--- config.mk ---
export PLATFORM = sky130hd
export DESIGN_NAME = scalar_wb_arbiter
export DESIGN_NICKNAME = d
export VERILOG_FILES = /design/src/rtl/scalar_wb_arbiter.sv
export SDC_FILE = /design/constraint.sdc
export NUM_CORES = 1
export LEC_CHECK = 0
export CORE_AREA = 2 2 106 108
export CTS_CLUSTER_DIAMETER = 60
export DETAILED_ROUTE_END_ITERATION = 7
export DIE_AREA = 0 0 108 110
export DONT_BUFFER_PORTS = 1
export PLACE_DENSITY_LB_ADDON = 0.1
export SETUP_SLACK_MARGIN = 0.4
export SLEW_MARGIN = 0
export SYNTH_ARGS = -nofsm -noshare
export SYNTH_HDL_FRONTEND = slang
export SYNTH_SLANG_ARGS = --single-unit
--- constraint.sdc ---
create_clock -name clk -period 6.12 [get_ports clk]
set_clock_uncertainty 0.2 [all_clocks]
set_input_delay 1.53 -clock clk [delete_from_list [all_inputs] [get_ports clk]]
set_output_delay 1.53 -clock clk [all_outputs]
set_load 0.02 [all_outputs]
--- src/rtl/scalar_wb_arbiter.sv ---
// Scalar register-file writeback arbiter: loads win, losing ALU results queue in an in-order FIFO.
// One-cycle registered output; optional counters under SCALAR_WB_STATS_EN.
module scalar_wb_arbiter #(
    parameter int N        = 32,
    parameter int ADDR_W   = 4,
    parameter int DEPTH    = 2,
    parameter int ZERO_REG = 1
) (
    input  logic              clk,
    input  logic              rst_n,
    input  logic              mem_valid,
    input  logic [ADDR_W-1:0] mem_rd,
    input  logic [N-1:0]      mem_data,
    input  logic              alu_valid,
    input  logic [ADDR_W-1:0] alu_rd,
    input  logic [N-1:0]      alu_data,
    output logic              alu_ready,
    output logic              WBSelect,
    output logic              WE3,
    output logic [ADDR_W-1:0] A3,
    output logic [N-1:0]      WD3_SCA,
`ifdef SCALAR_WB_STATS_EN
    output logic [15:0]       conflict_cnt,
    output logic [15:0]       stall_cnt,
`endif
    output logic              wb_pending
);
    localparam int PTR_W = $clog2(DEPTH);
    localparam int CNT_W = $clog2(DEPTH + 1);

    logic [ADDR_W-1:0] fifo_rd_q  [DEPTH];
    logic [N-1:0]      fifo_dat_q [DEPTH];

    logic [PTR_W-1:0]  wr_ptr_q, wr_ptr_d, rd_ptr_q, rd_ptr_d;
    logic [CNT_W-1:0]  count_q, count_d;
    logic              we_q, we_d, sel_q, sel_d;
    logic [ADDR_W-1:0] a3_q, a3_d;
    logic [N-1:0]      wd_q, wd_d;

    logic              accept, push, pop, issue, iss_sel;
    logic [ADDR_W-1:0] iss_rd;
    logic [N-1:0]      iss_dat;

    assign alu_ready  = (count_q < CNT_W'(DEPTH));
    assign wb_pending = (count_q != '0);
    assign accept     = alu_valid && alu_ready;
    // Any accepted result that cannot go straight out joins the tail to keep ALU order.
    assign push       = accept && (mem_valid || wb_pending);

    always_comb begin
        issue   = 1'b0;
        iss_sel = 1'b0;
        iss_rd  = mem_rd;
        iss_dat = mem_data;
        pop     = 1'b0;
        if (mem_valid) begin
            issue = 1'b1;
        end else if (wb_pending) begin
            issue   = 1'b1;
            iss_sel = 1'b1;
            iss_rd  = fifo_rd_q[rd_ptr_q];
            iss_dat = fifo_dat_q[rd_ptr_q];
            pop     = 1'b1;
        end else if (accept) begin
            issue   = 1'b1;
            iss_sel = 1'b1;
            iss_rd  = alu_rd;
            iss_dat = alu_data;
        end
    end

    always_comb begin
        wr_ptr_d = push ? wr_ptr_q + PTR_W'(1) : wr_ptr_q;
        rd_ptr_d = pop  ? rd_ptr_q + PTR_W'(1) : rd_ptr_q;
        count_d  = count_q + CNT_W'(push) - CNT_W'(pop);
        we_d     = issue && !((ZERO_REG != 0) && (iss_rd == '0));
        sel_d    = issue ? iss_sel : sel_q;
        a3_d     = issue ? iss_rd  : a3_q;
        wd_d     = issue ? iss_dat : wd_q;
    end

    always_ff @(posedge clk) begin
        if (!rst_n) begin
            wr_ptr_q <= '0;
            rd_ptr_q <= '0;
            count_q  <= '0;
            we_q     <= 1'b0;
            sel_q    <= 1'b0;
            a3_q     <= '0;
            wd_q     <= '0;
        end else begin
            wr_ptr_q <= wr_ptr_d;
            rd_ptr_q <= rd_ptr_d;
            count_q  <= count_d;
            we_q     <= we_d;
            sel_q    <= sel_d;
            a3_q     <= a3_d;
            wd_q     <= wd_d;
        end
    end

    always_ff @(posedge clk) begin
        if (push) begin
            fifo_rd_q[wr_ptr_q]  <= alu_rd;
            fifo_dat_q[wr_ptr_q] <= alu_data;
        end
    end

    assign WE3      = we_q;
    assign WBSelect = sel_q;
    assign A3       = a3_q;
    assign WD3_SCA  = wd_q;

`ifdef SCALAR_WB_STATS_EN
    logic [15:0] conflict_q, stall_q;

    always_ff @(posedge clk) begin
        if (!rst_n) begin
            conflict_q <= '0;
            stall_q    <= '0;
        end else begin
            if (push && (conflict_q != 16'hFFFF)) conflict_q <= conflict_q + 16'd1;
            if (alu_valid && !alu_ready && (stall_q != 16'hFFFF)) stall_q <= stall_q + 16'd1;
        end
    end

    assign conflict_cnt = conflict_q;
    assign stall_cnt    = stall_q;
`endif
endmodule
==> qor_table.md <==
| Result | Value |
|---|---|
| Run status | completed |
| Remaining design rule violation count | 0 |
| Worst-case vdd ir drop | 148 uV |
| Via count of the first global-routing pass | 3,262 |
| Ant. Diodes | 0 |
| Buffer count from post-CTS setup fixing | 0 |
| Maximum single-stage delay on the critical path | 0.53 ns |
| Top cell family by delay on the critical path | flip-flops |
| Vias after detailed routing | 3,093 |
| Pin count of the biggest net entering global routing | 79 |
| FF+latch count, synth | 115 |
| First-pass GRT wire length | 17,300 um |
| Number of optimization iterations in the first detailed-route pass | 4 |
| Root buffer cell | sky130_fd_sc_hd__clkbuf_8 |
| Max Root-Sink Buffers | 2 |
| Adder-cell share of the synthesized area | 0.00240 |
| Compound-Gate Fraction of Synth Area | 0.162 |
| Post-synthesis xor/xnor area fraction | 0.00336 |
| Sequential cell area fraction in the yosys report | 0.580 |
| Via count normalized by instance count | 5.73 |
| DIE HEIGHT | 110 um |
| Storage cell area | 3030 um2 |
| Routability congestion estimate | 0.732 |
| Final max-slew violation count | 0 |
| Maxcap violations | 0 |
| Area fraction of the dominant cell type after synthesis | 0.415 |
| Cell taking the most area after synthesis | sky130_fd_sc_hd__edfxtp_1 |
| Core region area | 10,700 um2 |
| Row count | 38 |
| Synthesized netlist net count | 476 |
| Warnings from Yosys | 0 |
| Count of fill cells added during filler insertion | 945 |
| Initial antenna violation count | 0 |
| Placed wire-length estimate | 6510 um |
| Total GRT Usage | 0.195 |
| Worst path buffer plus inverter count | 1 |
| Total I/O pin count | 116 |
| Area taken by multi-input logic gates | 1980 um2 |
| Number of buffers inserted for hold repair after clock tree synthesis | 0 |
| Clock sink count | 115 |
| Final routed wirelength across all metal layers | 11,000 um |
| Total Nets Final | 465 |
| Avg Synthesized Cell Area | 13.1 um2 |
| Worst min-delay path class | reg2reg |
| Post-layout utilization of the core | 0.536 |
| Minimum clock period after layout | 3.52 ns |
| Critical path startpoint category | register |
| Basic-gate share of the synthesized area counting and, or, nand and nor cells | 0.143 |
| Number of DRC violations after detailed-routing iteration 0 | 133 |
| Synth top area cells | sky130_fd_sc_hd__edfxtp_1 41%, sky130_fd_sc_hd__dfxtp_1 17%, sky130_fd_sc_hd__nor4b_2 7.8% |
| Leakage power total | 1.86 nW |
| CP Class | reg2out |
| TritonCTS clock tree | done |
| Fraction of final layout cells sized beyond drive strength 1 | 0.243 |
| Clock H-tree levels | 4 |
| Signal arrival time at the worst endpoint | 1.79 ns |
| Width of the die | 108 um |
| Mux cell area share after synthesis | 0.0691 |
| Port buffer count | 0 |
| Max Clk Rate | 0.284 GHz |
| Required time of the critical path | 4.39 ns |
| Slew at the pin with the worst max-slew slack | 0.936 ns |
| Pwr/cell area | 372 nW/um2 |
| Hold Vio Cnt, Final | 0 |
| Worst rel slew slack | 0.376 |
| Die area | 11,900 um2 |
| Wire length per cell | 20.3 um |
| Setup TNS | 0 ns |
| Initial Utilization | 0.487 |
| Overflow left after global routing | 0 |
| Area added between synthesis and finish | 9.89% |
| Skew-Pair Late Insertion Delay | 0.51 ns |
| PostCTS Resize Cnt | 0 |
| Reg clk slew, reported paths | 0.05 ns |
| Fin crit share | 0.576 |
| Post-synthesis cell type count | 36 |
| Post-synthesis cell count | 399 |
| Post-detailed-route count of antenna-violating nets | 0 |
| Crit. End Element | output port |
| Critical path peak fanout | 30 |
| Critical path, cell by cell | buf_4, or2_2 |
| Most frequent standard cell in the layout excluding fill and tap cells | sky130_fd_sc_hd__edfxtp_1 |
| Combinational family with the most area after synthesis | compound AO/OA/AOI/OAI gates |
| Slowest cell on the critical path | sky130_fd_sc_hd__dfxtp_2 |
| Final setup violation count | 0 |
| Total CTS buffers | 17 |
| Setup repair after global routing missed its margin | false |
| Area of the mapped netlist | 5210 um2 |
| Commonest cells after routing, fill and taps aside | 72 x sky130_fd_sc_hd__edfxtp_1, 40 x sky130_fd_sc_hd__dfxtp_1, 36 x sky130_fd_sc_hd__mux2i_1 |
[cell type report]
cell class / count / share of cell area
timing repair buffer: 6 / 0.00786
tap: 140 / 0.0306
clock inverter: 8 / 0.00677
sequential: 115 / 0.528
inverter: 1 / 0.000655
clock buffer: 23 / 0.0797
multi-input combinational: 247 / 0.346
[where the power goes]
group          switching (W)  internal, W  total [W]
combinational       0.000187     0.000130   0.000318
clock               0.000319     0.000508   0.000827
sequential         0.0000851     0.000902   0.000988
total               0.000591      0.00154    0.00213
[tightest hold or removal path, delay by kind of cell (launching register included)]
kind	cells	cell delay, ns
simple gates	1	0.08
flops	1	0.37
compound gates	1	0.05
[cells by family (layout without fill, tap and decap cells)]
logic type,count (synthesis),in the layout
AO/OA/AOI/OAI,115,115
buffers and inverters,37,38
multiplexers,36,36
AND/OR/NAND/NOR,93,93
adder cells (fa/ha/maj),1,1
flip-flops,115,115
XOR/XNOR,2,2
[synthesized netlist by cell type]
cell                        number
sky130_fd_sc_hd__a211oi_1        4
sky130_fd_sc_hd__a211oi_2       28
sky130_fd_sc_hd__a21boi_1        4
sky130_fd_sc_hd__a21oi_1        35
sky130_fd_sc_hd__a22oi_1         2
sky130_fd_sc_hd__a2bb2oi_1       4
sky130_fd_sc_hd__and2_1          5
sky130_fd_sc_hd__buf_1           2
sky130_fd_sc_hd__buf_2          12
sky130_fd_sc_hd__buf_4           4
sky130_fd_sc_hd__buf_6           6
sky130_fd_sc_hd__clkbuf_1       12
sky130_fd_sc_hd__dfxtp_1        43
sky130_fd_sc_hd__edfxtp_1       72
sky130_fd_sc_hd__ha_1            1
sky130_fd_sc_hd__inv_1           1
sky130_fd_sc_hd__mux2i_1        36
sky130_fd_sc_hd__nand2_1         5
sky130_fd_sc_hd__nand2b_1        2
sky130_fd_sc_hd__nand3_1         4
sky130_fd_sc_hd__nor2_1         34
sky130_fd_sc_hd__nor2b_1         2
sky130_fd_sc_hd__nor3_1          3
sky130_fd_sc_hd__nor3_2          2
sky130_fd_sc_hd__nor3b_1         1
sky130_fd_sc_hd__nor4b_1         6
sky130_fd_sc_hd__nor4b_2        27
sky130_fd_sc_hd__o21a_1          1
sky130_fd_sc_hd__o21ai_0        12
sky130_fd_sc_hd__o21ai_1        20
sky130_fd_sc_hd__o21ba_2         1
sky130_fd_sc_hd__o21bai_1        4
sky130_fd_sc_hd__or2_1           1
sky130_fd_sc_hd__or4b_4          1
sky130_fd_sc_hd__xnor2_1         1
sky130_fd_sc_hd__xor2_1          1
[state kept, by name, indices dropped and copies added, names as in the netlist, named ones only]
name        count
rd_ptr_q        1
WD3_SCA        32
fifo_rd_q       8
wr_ptr_q        1
A3              4
fifo_dat_q     64
count_q         2
WE3             1
WBSelect        1
[path summary, 6_finish.rpt]
path | end | slack (ns) | from | depth (start not counted)
hold reg to reg | A3[1]$_SDFFE_PN0P_ | 0.35 | A3[1]$_SDFFE_PN0P_ | 2
setup / recovery | wb_pending | 2.60 | count_q[1]$_SDFF_PN0_ | 2
hold / removal | A3[1]$_SDFFE_PN0P_ | 0.35 | A3[1]$_SDFFE_PN0P_ | 2
setup reg to reg | fifo_dat_q[0][27]$_DFFE_PP_ | 3.51 | count_q[1]$_SDFF_PN0_ | 4
[layer usage]
layer  share of wire  vias to the layer above  routed length [um]  GRT usage
li1                -                     1504                   -          -
met4           0.013                        0                 139     0.0687
met5               0                        -                   0          0
met2            0.48                       79                5300      0.320
met1            0.44                     1497                4860      0.244
met3           0.059                       13                 649     0.0647
[metrics by stage]
stage	total power (W)	area (um2)	setup WS (ns)	std cells	hold WS, ns
5_1_grt	0.00222	5730	2.51	540	0.371
2_1_floorplan	0.00129	5210	1.11	399	0.327
3_3_place_gp	0.00132	5230	2.86	509	0.343
3_5_place_dp	0.00133	5230	2.82	509	0.345
4_1_cts	0.00215	5730	2.56	540	0.352
6_report	0.00213	5730	2.60	540	0.352
(Power assumes the default switching activity.)
